[src/rtl/main_mem_arbiter.sv]
// Arbiter sharing the single-port main data memory between the processor
// memory stage (fixed priority) and two round-robin req/ack auxiliary ports.
module main_mem_arbiter #(
  parameter int unsigned ADDR_W   = 12,
  parameter int unsigned DATA_W   = 16,
  parameter int unsigned MAX_WAIT = 8
) (
  input  logic              clock,
  input  logic              reset,
  input  logic              cpu_en,
  input  logic              cpu_rw,
  input  logic [ADDR_W-1:0] cpu_addr,
  input  logic [DATA_W-1:0] cpu_data,
  output logic [DATA_W-1:0] cpu_q,
  output logic              cpu_stall,
  input  logic              e0_req,
  input  logic              e0_rw,
  input  logic [ADDR_W-1:0] e0_addr,
  input  logic [DATA_W-1:0] e0_wdata,
  output logic              e0_ack,
  output logic              e0_rvalid,
  output logic [DATA_W-1:0] e0_rdata,
  input  logic              e1_req,
  input  logic              e1_rw,
  input  logic [ADDR_W-1:0] e1_addr,
  input  logic [DATA_W-1:0] e1_wdata,
  output logic              e1_ack,
  output logic              e1_rvalid,
  output logic [DATA_W-1:0] e1_rdata,
  output logic [ADDR_W-1:0] m_addr,
  output logic [DATA_W-1:0] m_data,
  output logic              m_rw,
  input  logic [DATA_W-1:0] m_q
);

  localparam logic [7:0] WAIT_MAX = 8'(MAX_WAIT - 1);

  logic              last;
  logic [7:0]        wcnt;
  logic              aux_any, aux_sel, aux_gnt, cpu_gnt, aux_wait;
  logic              sel_rw;
  logic [ADDR_W-1:0] sel_addr;
  logic [DATA_W-1:0] sel_data;
  logic [1:0]        rd_v;
  logic [1:0]        rd_id;

  assign cpu_q = m_q;

  always_comb begin
    aux_any  = e0_req | e1_req;
    // On a tie the port not granted most recently wins.
    aux_sel  = (e0_req & e1_req) ? ~last : e1_req;
    aux_gnt  = aux_any & (cpu_stall | ~cpu_en);
    cpu_gnt  = cpu_en & ~cpu_stall;
    aux_wait = aux_any & ~aux_gnt;
    e0_ack   = aux_gnt & ~aux_sel;
    e1_ack   = aux_gnt & aux_sel;
    sel_rw   = aux_sel ? e1_rw    : e0_rw;
    sel_addr = aux_sel ? e1_addr  : e0_addr;
    sel_data = aux_sel ? e1_wdata : e0_wdata;
  end

  always_ff @(posedge clock or posedge reset) begin
    if (reset) begin
      m_addr <= '0;
      m_data <= '0;
      m_rw   <= 1'b0;
    end else if (cpu_gnt) begin
      m_addr <= cpu_addr;
      m_data <= cpu_data;
      m_rw   <= cpu_rw;
    end else if (aux_gnt) begin
      m_addr <= sel_addr;
      m_data <= sel_data;
      m_rw   <= sel_rw;
    end else begin
      m_rw   <= 1'b0;
    end
  end

  // Two-stage valid/ID pipe follows the read through the memory latency.
  always_ff @(posedge clock or posedge reset) begin
    if (reset) begin
      rd_v      <= '0;
      rd_id     <= '0;
      e0_rvalid <= 1'b0;
      e1_rvalid <= 1'b0;
      e0_rdata  <= '0;
      e1_rdata  <= '0;
    end else begin
      rd_v[0]   <= aux_gnt & ~sel_rw;
      rd_id[0]  <= aux_sel;
      rd_v[1]   <= rd_v[0];
      rd_id[1]  <= rd_id[0];
      e0_rvalid <= rd_v[1] & ~rd_id[1];
      e1_rvalid <= rd_v[1] & rd_id[1];
      if (rd_v[1] & ~rd_id[1]) e0_rdata <= m_q;
      if (rd_v[1] & rd_id[1])  e1_rdata <= m_q;
    end
  end

  always_ff @(posedge clock or posedge reset) begin
    if (reset) begin
      last      <= 1'b1;
      wcnt      <= '0;
      cpu_stall <= 1'b0;
    end else begin
      cpu_stall <= 1'b0;
      if (aux_gnt) begin
        last <= aux_sel;
        wcnt <= '0;
      end else if (aux_wait) begin
        // A stall cycle always grants any pending request, so this
        // branch cannot fire twice in a row.
        if (wcnt == WAIT_MAX) begin
          cpu_stall <= 1'b1;
          wcnt      <= '0;
        end else if (wcnt < WAIT_MAX) begin
          wcnt <= wcnt + 8'd1;
        end
      end
    end
  end

endmodule

[config.mk]
export PLATFORM = sky130hd
export DESIGN_NAME = main_mem_arbiter
export DESIGN_NICKNAME = d
export VERILOG_FILES = /design/src/rtl/main_mem_arbiter.sv
export SDC_FILE = /design/constraint.sdc
export NUM_CORES = 1
export LEC_CHECK = 0
export ABC_CLOCK_PERIOD_IN_PS = 2600
export CORE_ASPECT_RATIO = 1.25
export CORE_MARGIN = 2
export CORE_UTILIZATION = 35
export CTS_CLUSTER_DIAMETER = 80
export DETAILED_ROUTE_END_ITERATION = 8
export PLACE_DENSITY = 0.75
export RECOVER_POWER = 50
export SYNTH_ARGS = -nofsm -noshare
export SYNTH_HDL_FRONTEND = slang
export SYNTH_SLANG_ARGS = --single-unit
[constraint.sdc]
create_clock -name clock -period 2.6 [get_ports clock]
set_input_delay 0.78 -clock clock [delete_from_list [all_inputs] [get_ports clock]]
set_output_delay 0.78 -clock clock [all_outputs]
set_load 0.01 [all_outputs]
# Yosys cells after proc, flatten, opt, wreduce, memory -nomap -nowiden
# Cells that the tools add are included.
totals:
  latchBits: 0
  memories: 0
  output_inout_bits: 82
  input_bits: 108
  mem_bits_ro: 0
  mem_bits_rw: 0
  wordCells: 54
  reg_bits: 77
classes:
  n_div: 0
  n_shift: 0
  bitwise: 18
  muxes: 17
  n_eq_ne: 1
  magnitude_cmp: 1
  add_sub_neg: 1
  mul: 0
  reduce_logical: 4
ops:
  columns: ["op", "n"]
  rows:
  - ["$mux 16", 3]
  - ["$mux 12", 3]
  - ["$mux 8", 4]
  - ["$and 1x1->1", 9]
  - ["$add 8x1->8 const B", 1]
  - ["$eq 8x3->1 const B", 1]
  - ["$lt 8x3->1 const B", 1]
  - ["$mux 1", 7]
  - ["$not 1->1", 7]
  - ["$reduce_bool 2->1", 2]
  - ["$reduce_bool 3->1", 1]
  - ["$or 1x1->1", 2]
  - ["$reduce_and 2->1", 1]

# Longest topological paths before layout
# Gate-level depths: netlist of run 1.
logic_depth:
  word_depth: 7
  depth_mapped: 7
  depth_no_buf: 5

# Worst setup path after synthesis of run 1
# Ideal clock, no wire load.
synth_timing:
  kind: "input -> output"
  from: "input e1_req"
  to: "output e0_ack"
  slack_ns: 0.431
  path_buffers: 1
  arrival_ns: 1.389
  required_time_ns: 1.820
  path_stages: 3
  path_cell_list: "buf_4 o21ai_0 nor2_1"
synth_between:
  elab_chain_len: 4
  elab_cells_between_ends: 6
  cone_classes: "mux (1); bitwise (5)"
synth_lines:
  columns: ["item", "line", "rtl"]
  rows:
  - ["start: declaration", "23", "input logic e1_req,"]
  - ["$and 1x1->1", "52", "aux_sel = (e0_req & e1_req) ? ~last : e1_req;"]
  - ["$mux 1", "52", null]
  - ["$not 1->1", "56", "e0_ack = aux_gnt & ~aux_sel;"]
  - ["$and 1x1->1 *", "56", null]
  - ["end: declaration", "20", "output logic e0_ack,"]
# Every way passes the cells marked *; elsewhere a longest branch is shown, timed or not.

# Worst setup path in the final report of run 1
layout_timing:
  from: "input m_q[10]"
  to: "output cpu_q[10]"
layout_lines:
  columns: ["item", "line", "rtl"]
  rows:
  - ["start: declaration", "33", "input logic [DATA_W-1:0] m_q"]
  - ["end: declaration", "14", "output logic [DATA_W-1:0] cpu_q,"]
# No word-level cell between the ends.

==> results of run 1 <==
[state kept, by name, indices dropped and copies added (netlist names)]
register   count
e1_rvalid      1
e0_rvalid      1
e0_rdata      16
e1_rdata      16
wcnt           8
cpu_stall      1
rd_v           2
m_addr        12
m_rw           1
rd_id          2
m_data        16
last           1
[stage by stage]
step | instances | utilization | setup slack [ns] | hold WS (ns) | cell area [µm²]
detailed placement | 587 | 0.566 | -0.422 | 0.335 | 5420
floorplan | 285 | - | 0.431 | 0.331 | 3410
CTS | 603 | 0.601 | 0.00202 | 0.363 | 5740
finish | 603 | 0.598 | 0.00993 | 0.360 | 5720
global route | 603 | 0.598 | 0.00201 | 0.373 | 5720
global placement | 587 | 0.566 | -0.426 | 0.332 | 5420
[per-layer routing]
layer | wire length (µm) | share of wire
met5 | 13 | 0.0014
met4 | 154 | 0.016
met3 | 908 | 0.095
met2 | 4950 | 0.52
met1 | 3560 | 0.37
[path summary, 6_finish.rpt]
check	slack (ns)	end	cells after the start	from
setup / recovery	0.01	cpu_q[10]	2	m_q[10]
hold / removal	0.36	rd_v[1]	0	rd_v[0]
setup reg to reg	0.66	m_data[5]	6	last
hold reg to reg	0.36	rd_v[1]	0	rd_v[0]
max in group asynchronous	0.36	m_data[1]	3	reset
min in group asynchronous	0.84	e1_rdata[11]	2	reset
[cells by family (layout without fill, tap and decap cells)]
logic type / after synthesis / after routing / synth area share
compound gates: 68 / 68 / 0.146
fa+ha+maj: 1 / 1 / 0.00368
buf+inv: 41 / 233 / 0.0805
flops: 77 / 77 / 0.567
mux: 36 / 36 / 0.118
simple gates: 62 / 62 / 0.0846
[where the power goes]
group	switching [W]	leakage (nW)	internal (W)
combinational	0.000396	1.38	0.000657
sequential	0.000105	0.918	0.00140
clock	0.000478	0.152	0.000868
total	0.000979	2.45	0.00293
[area by class of cell]
type | instances | area (µm²) | area share
repair buffers | 212 | 2070 | 0.362
flip-flops and latches | 77 | 1930 | 0.337
well taps | 126 | 158 | 0.0276
clock inverters | 5 | 83.8 | 0.0147
inverters | 5 | 22.5 | 0.00394
multi-input cells | 167 | 1210 | 0.212
clock buffers | 11 | 243 | 0.0424
[cell usage in the layout, fill, tap and decap left out, types with 7 or more instances in the layout]
| cell | instances |
|---|---|
| dlymetal6s2s_1 | 7 |
| clkbuf_16 | 9 |
| nor2_1 | 33 |
| dlygate4sd2_1 | 7 |
| nand2_1 | 8 |
| dfrtp_1 | 76 |
| a21oi_1 | 29 |
| mux2_1 | 17 |
| mux2_2 | 16 |
| a222oi_1 | 25 |
| clkdlybuf4s50_1 | 172 |
| buf_4 | 17 |
[repair_timing]
action	in CTS	in global routing
endpoints found under the setup margin	7	8
resized for setup	15	8
hold buffers	0	0
==> impl.org, run 1 <==
** Cells and area
- Fill cell count :: 773
- In the final layout, the share of cells above drive strength 1 is 0.134.
- The final layout contains 581 nets.
- Area grow syn2layout :: 68.1%
- 0 antenna diodes ended up in the layout.

** CTS
- Cts bufs inserted :: 9
- The H-tree was split into 3 levels.
- Counting every sink on the clock net gives 77.
- Clock-pin slew was measured on the worst setup and hold paths at 0.06 ns.
- Postcts setup bufs :: 0
- Max Root-Sink Buffers :: 2
- Clock tree from TritonCTS :: done
- The clock reaches the later pin of the worst-skew pair after 0.33 ns.
- Root cell of the clock tree :: clkbuf_16

** Synthesis
- Net count of the mapped netlist :: 394
- Async SR Flop Fraction :: 1.00
- Gate count after technology mapping :: 285
- Among all flip-flop cells after synthesis, the most frequent one is dfrtp_1.
- Cell area after synthesis :: 3400 µm²
- Summed over all instances, the cell type with the most area after synthesis is dfrtp_1.
- Number of flops mapped to enable cells by yosys :: 0
- Synth top area cells :: dfrtp_1 56%, a222oi_1 7.4%, mux2_1 5.6%
- Counting flops and latches in the post-synthesis netlist gives 77.
- Library cell with the highest instance count after synthesis :: dfrtp_1
- Library cells used by synthesis :: 34
- Area share of the largest cell type after synthesis :: 0.559
- Sequential-to-total area share from yosys stat :: 0.567
- Synth top cells by count :: 76 x dfrtp_1, 34 x nor2_1, 29 x a21oi_1
- Warning count from the yosys run :: 0
- Mean instance size in the synthesized netlist :: 11.9 µm²

** Placement
- Count of input and output buffers :: ~190
- Detailed placement ended at an HPWL of 7170 µm.
- Last weighted congestion value of the routability-driven placer :: around 0.76

** Min path
- The worst hold path belongs to the class flop to flop.

** Setup path
- By instance count, the cell type seen most on the critical path is clkdlybuf4s50_1.
- Worst Path Arrival :: 1.81 ns
- On the critical path the largest part of the delay comes from buffers and inverters.
- In this design, the stage delay of the slowest critical-path cell is 0.54 ns.
- STA puts the critical path data required time at 1.82 ns.
- STA classifies the critical path startpoint as an input port.
- In this run the worst path has a maximum fanout of 2.
- Critical setup path kind :: input port to output pin
- Crit path cell chain :: clkdlybuf4s50_1 -> clkdlybuf4s50_1
- Crit path buffers/inverters :: 2
- The slowest stage of the critical path belongs to the cell clkdlybuf4s50_1.
- Endpoint class of the critical path :: output pin

** Die
- For this configuration, the core starts out at a cell density of 0.356.
- Area of the placeable core :: 9560 µm²
- The floorplan step set the die height to 114 µm.
- Total Die Area :: 10500 µm²
- Standard-cell rows :: 40
- The die is just over 90 µm wide.
- Number of top-level pins :: 190

** STA
- Tightest slew margin relative to the limit :: 0.188
- Worst Skew :: 0.00666 ns
- Time the worst path needs with I/O delays and setup :: 2.59 ns
- Number of failing hold endpoints at the final stage :: 0
- Crit share post-route :: 0.996
- Unrepaired setup endpoints after global routing :: false
- For the pin with the worst max-slew slack, the measured transition is approximately 1.2 ns.
- Setup violations remaining at the end of the flow were counted as 0.
- Derived from the worst setup path, the maximum achievable clock frequency is 0.386 GHz.
- After routing, the total negative slack on setup checks comes to 0 ns.
- Slew Viols, Final :: 0

** Job
- Max-cap violations in this run came to 0.

** Global route
- For met3 alone, demand over resource in global routing was 0.0724.
- GR met1 Demand/Resource :: 0.195
- First-pass GRT wire length :: around 15000 µm
- The via count of the first global-routing pass came to 3066.
- The layer flagged by global routing as most heavily used is met2.
- In the global route stage, overall resource usage came out at 0.183.
- Maximum number of pins on one net before global-route repair :: 58
- The initial antenna violation count is 1.
- Met2 track utilization from global routing :: 0.327
- Sum of overflow across all layers after global routing :: 0

** Detailed routing
- Remaining DRCs :: 0
- Summed over all layers, the routed wires come to 9590 µm.
- The final route contains just over 3000 vias.
- Once detail routing completed, the nets flagged for antenna violations numbered 0.
- For this run, the detailed router's first-pass iteration total came to 4.
- Starting DRT DRC Count :: ~160
- In the routed layout, each cell is associated on average with a via count of 5.01.
- Drt wl/cell :: approximately 16 µm

** Pwr
- Total power density per cell area :: just under 700 nW/µm²
- Final total power :: 0.00391 W
- Largest vdd supply drop :: about 0.38 mV
- Leakage power figure :: 2.45 nW

** Status
- The run finished with clean final reports.
Note: power is estimated with default switching activity, not from simulation.
==> inputs of run 2 (changes only) <==
--- a/config.mk
+++ b/config.mk
@@ -11,8 +11,10 @@
 export CORE_UTILIZATION = 35
 export CTS_CLUSTER_DIAMETER = 80
 export DETAILED_ROUTE_END_ITERATION = 8
+export GPL_TIMING_DRIVEN = 0
 export PLACE_DENSITY = 0.75
 export RECOVER_POWER = 50
+export SLEW_MARGIN = 20
 export SYNTH_ARGS = -nofsm -noshare
 export SYNTH_HDL_FRONTEND = slang
 export SYNTH_SLANG_ARGS = --single-unit
==> constraint.sdc (replaced) <==
create_clock -name clock -period 2.6 [get_ports clock]
set_input_delay 0.52 -clock clock [delete_from_list [all_inputs] [get_ports clock]]
set_output_delay 0.52 -clock clock [all_outputs]
set_load 0.01 [all_outputs]
==> run 2 against run 1 <==
Hold slack worse by 0.015 ns. Power is 1.0% higher. Sequential share of layout area shrank 0.26 points. Critical endpoint is now e1_ack.
==> impl.org, run 2 (synthesis results as in run 1) <==
** Die
- The area of the core was 9560 µm² (unchanged).
- Total Die Area :: 10500 µm² (unchanged)
- The die height was 114 µm (unchanged).
- The starting density of the core is 0.356 (unchanged).
- Number of top-level pins :: 190 (unchanged)
- Standard-cell rows :: 40 (unchanged)
- The floorplan die width was 92.2 µm (unchanged).

** Cells and area
- The number of standard cells in the final layout excluding fillers came to 615 (was 603).
- Sequential cell area :: 1930 µm² (unchanged)
- Proportion of layout cells with a drive suffix above 1 :: 0.137 (was 0.134)
- Net total in the final layout :: 593 (was 581)
- Most frequent standard cell in the layout excluding fill and tap cells :: clkdlybuf4s50_1 (unchanged)
- Top Registers :: e0_rdata (16), e1_rdata (16), m_data (16) (unchanged)
- Number of antenna diodes :: 0 (unchanged)
- The number of filler cells placed in the layout is 787 (was 773).
- The combined area of the multi-input logic cells came to 1200 µm² (was 1210 µm²).
- Commonest non-fill, non-tap cells in the layout :: 186 x clkdlybuf4s50_1, 76 x dfrtp_1, 34 x nor2_1 (was 172 x clkdlybuf4s50_1, 76 x dfrtp_1, 33 x nor2_1)
- The layout-stage area growth over the synthesis result was 69.4% (was 68.1%).

** Setup path
- The endpoint class of the critical path is an output pin (unchanged).
- The most numerous cell on the critical path is clkdlybuf4s50_1 (unchanged).
- Crit path cell chain: clkdlybuf4s50_1 -> nor2b_1 -> clkbuf_2 -> nor2_1 -> clkdlybuf4s50_1 (was clkdlybuf4s50_1 -> clkdlybuf4s50_1).
- Kind of start point of the critical path :: input port (unchanged)
- Largest incremental delay on the critical path :: 0.56 ns (was 0.54 ns)
- The worst endpoint required time was 2.08 ns (was 1.82 ns).
- The type of the setup path with the least slack is input port to output pin (unchanged).
- The data arrival time of the worst path is 1.96 ns (was 1.81 ns).
- CP Max Fanout :: 9 (was 2)
- Cell with the largest stage delay on the worst path :: clkdlybuf4s50_1 (unchanged)

** STA
- Unrepaired setup endpoints after global routing :: false (unchanged)
- The peak clock frequency supported by timing was 0.403 GHz (was 0.386 GHz).
- Worst Skew :: 0.00372 ns (was 0.00666 ns)
- Least-Margin Pin Slew :: 0.827 ns (was 1.22 ns)
- Time the worst path needs with I/O delays and setup :: 2.48 ns (was 2.59 ns)
- The post-route clock period utilization is 0.954 (was 0.996).
- Final number of setup-violating endpoints :: 0 (unchanged)
- Min setup slack post-route :: 0.119 ns (was 0.00993 ns)
- Tightest slew margin relative to the limit :: 0.446 (was 0.188)
- Number of failing hold endpoints at the final stage :: 0 (unchanged)
- Slew Viols, Final :: 0 (unchanged)

** CTS
- The clock sink count is 77 (unchanged).
- CTS H-tree lvls :: 3 (unchanged)
- Postcts setup bufs :: 0 (unchanged)
- Skew-Pair Late Insertion Delay :: 0.33 ns (about the same)
- The total CTS buffers was 9 (unchanged).
- The clock tree from TritonCTS is done (unchanged).
- Max Root-Sink Buffers :: 2 (unchanged)
- Clock-pin slew reported for the worst setup and hold paths after clock tree synthesis :: 0.06 ns (about the same)
- Root cell of the clock tree :: clkbuf_16 (unchanged)

** Detailed routing
- Total number of vias :: 3062 (was 3022)
- Router iterations before antenna repair :: 6 (was 4)
- Starting DRT DRC Count :: 154 (was 158)
- Total detailed-routing wirelength :: 10000 µm (was 9590 µm)
- Length of routed met2 wiring :: 5190 µm (was 4950 µm)
- The detailed-route vias per instance was 4.98 (was 5.01).
- Drt wl/cell :: 16.3 µm (was 15.9 µm)
- The total routed wire length on the met1 layer came to 3880 µm (was 3560 µm).
- The remaining antenna violation count is 0 (unchanged).
- DR WL met3 :: 800 µm (was 908 µm)
- The uppermost metal layer occupied by signal nets is met4 (was met5).
- Remaining DRCs :: 0 (unchanged)

** Placement
- Count of input and output buffers :: 187 (was 189)
- The pre-CTS setup slack is 0.0297 ns (was -0.422 ns).
- Last weighted congestion value of the routability-driven placer :: 0.766 (was 0.764)
- The placed instance count came to 599 (was 587).
- Total half-perimeter wirelength after legalization and detailed placement :: 7780 µm (was 7170 µm)

** Pwr
- The power spent charging and discharging nets came to 0.00100 W (was 0.000979 W).
- The design internal power was 0.00294 W (was 0.00293 W).
- Combinational power share :: 0.274 (was 0.270)
- Power share of the clock group :: 0.344 (was 0.345)
- The total leakage power came to 2.41 nW (was 2.45 nW).
- The worst voltage drop across the vdd grid came to 0.368 mV (was 0.378 mV).
- The sequential share of power was 0.382 (was 0.386).
- The power density over cell area came to 685 nW/µm² (was 683 nW/µm²).
- The fraction of power spent switching nets was 0.254 (was 0.251).

** Status
- Run status: complete, no violations (unchanged).

** Global route
- Sum of overflow across all layers after global routing :: 0 (unchanged)
- Number of global-route vias before repair :: 3103 (was 3066)
- The overall fraction of global-route tracks in use is 0.189 (was 0.183).
- Maximum number of pins on one net before global-route repair :: 59 (was 58)
- Number of antenna violations at the first check in global routing :: 0 (was 1)
- First-pass GRT wire length :: 15400 µm (was 14800 µm)

** Min path
- Worst min-delay path category :: flop to flop (unchanged)

** Job
- Max-cap violations :: 0 (unchanged)
run 2: layout make-up:
| cell class | instances | share of cell area |
|---|---|---|
| inverter | 5 | 0.00391 |
| tap | 126 | 0.0274 |
| multi-input combinational | 167 | 0.208 |
| clock buffer | 11 | 0.0421 |
| sequential | 77 | 0.335 |
| buffer | 36 | 0.0432 |
| clock inverter | 5 | 0.0145 |
| timing repair buffer | 188 | 0.326 |
run 2: layer usage:
metal / GRT usage / vias to the layer above
met4: 0.0796 / 0
met5: 0 / -
met1: 0.222 / 1458
li1: - / 1435
met3: 0.0428 / 13
met2: 0.334 / 156
run 2: final timing paths:
path | from | endpoint | slack (ns) | cells after the start
setup / recovery | cpu_en | e1_ack | 0.12 | 5
hold / removal | rd_id[0] | rd_id[1] | 0.35 | 0
setup reg to reg | rd_v[1] | e0_rdata[15] | 0.76 | 4
hold reg to reg | rd_id[0] | rd_id[1] | 0.35 | 0
max in group asynchronous | reset | m_data[10] | 0.55 | 3
min in group asynchronous | reset | e1_rvalid | 0.77 | 2
run 2: through the flow:
stage / instance area, µm² / hold WS, ns / TNS, ns / util / power [W]
2_1_floorplan: 3400 / 0.331 / 0 / - / 0.00194
3_3_place_gp: 5430 / 0.331 / -86.04 / 0.568 / 0.00259
3_5_place_dp: 5460 / 0.336 / 0 / 0.571 / 0.00263
4_1_cts: 5790 / 0.348 / 0 / 0.605 / 0.00398
5_1_grt: 5760 / 0.360 / 0 / 0.603 / 0.00412
6_report: 5760 / 0.345 / 0 / 0.603 / 0.00395
run 2: repair_timing:
item	4_1_cts	5_1_grt
endpoints found under the setup margin	0	2
hold buffers	0	0
gates resized for setup	0	3
run 2: critical path: cells and delay by family:
family / cells / cell delay [ns]
and+or+nand+nor: 2 / 0.28
buffers and inverters: 3 / 1.16
run 2: power by group through the flow:
stage	Sequential (W)	Clock, W	Combinational (W)
after floorplan	0.00161	0	0.000331
after global placement	0.00152	0	0.00107
after detailed placement	0.00153	0	0.00110
after CTS	0.00151	0.00138	0.00110
after global routing	0.00153	0.00144	0.00115
final	0.00151	0.00136	0.00108
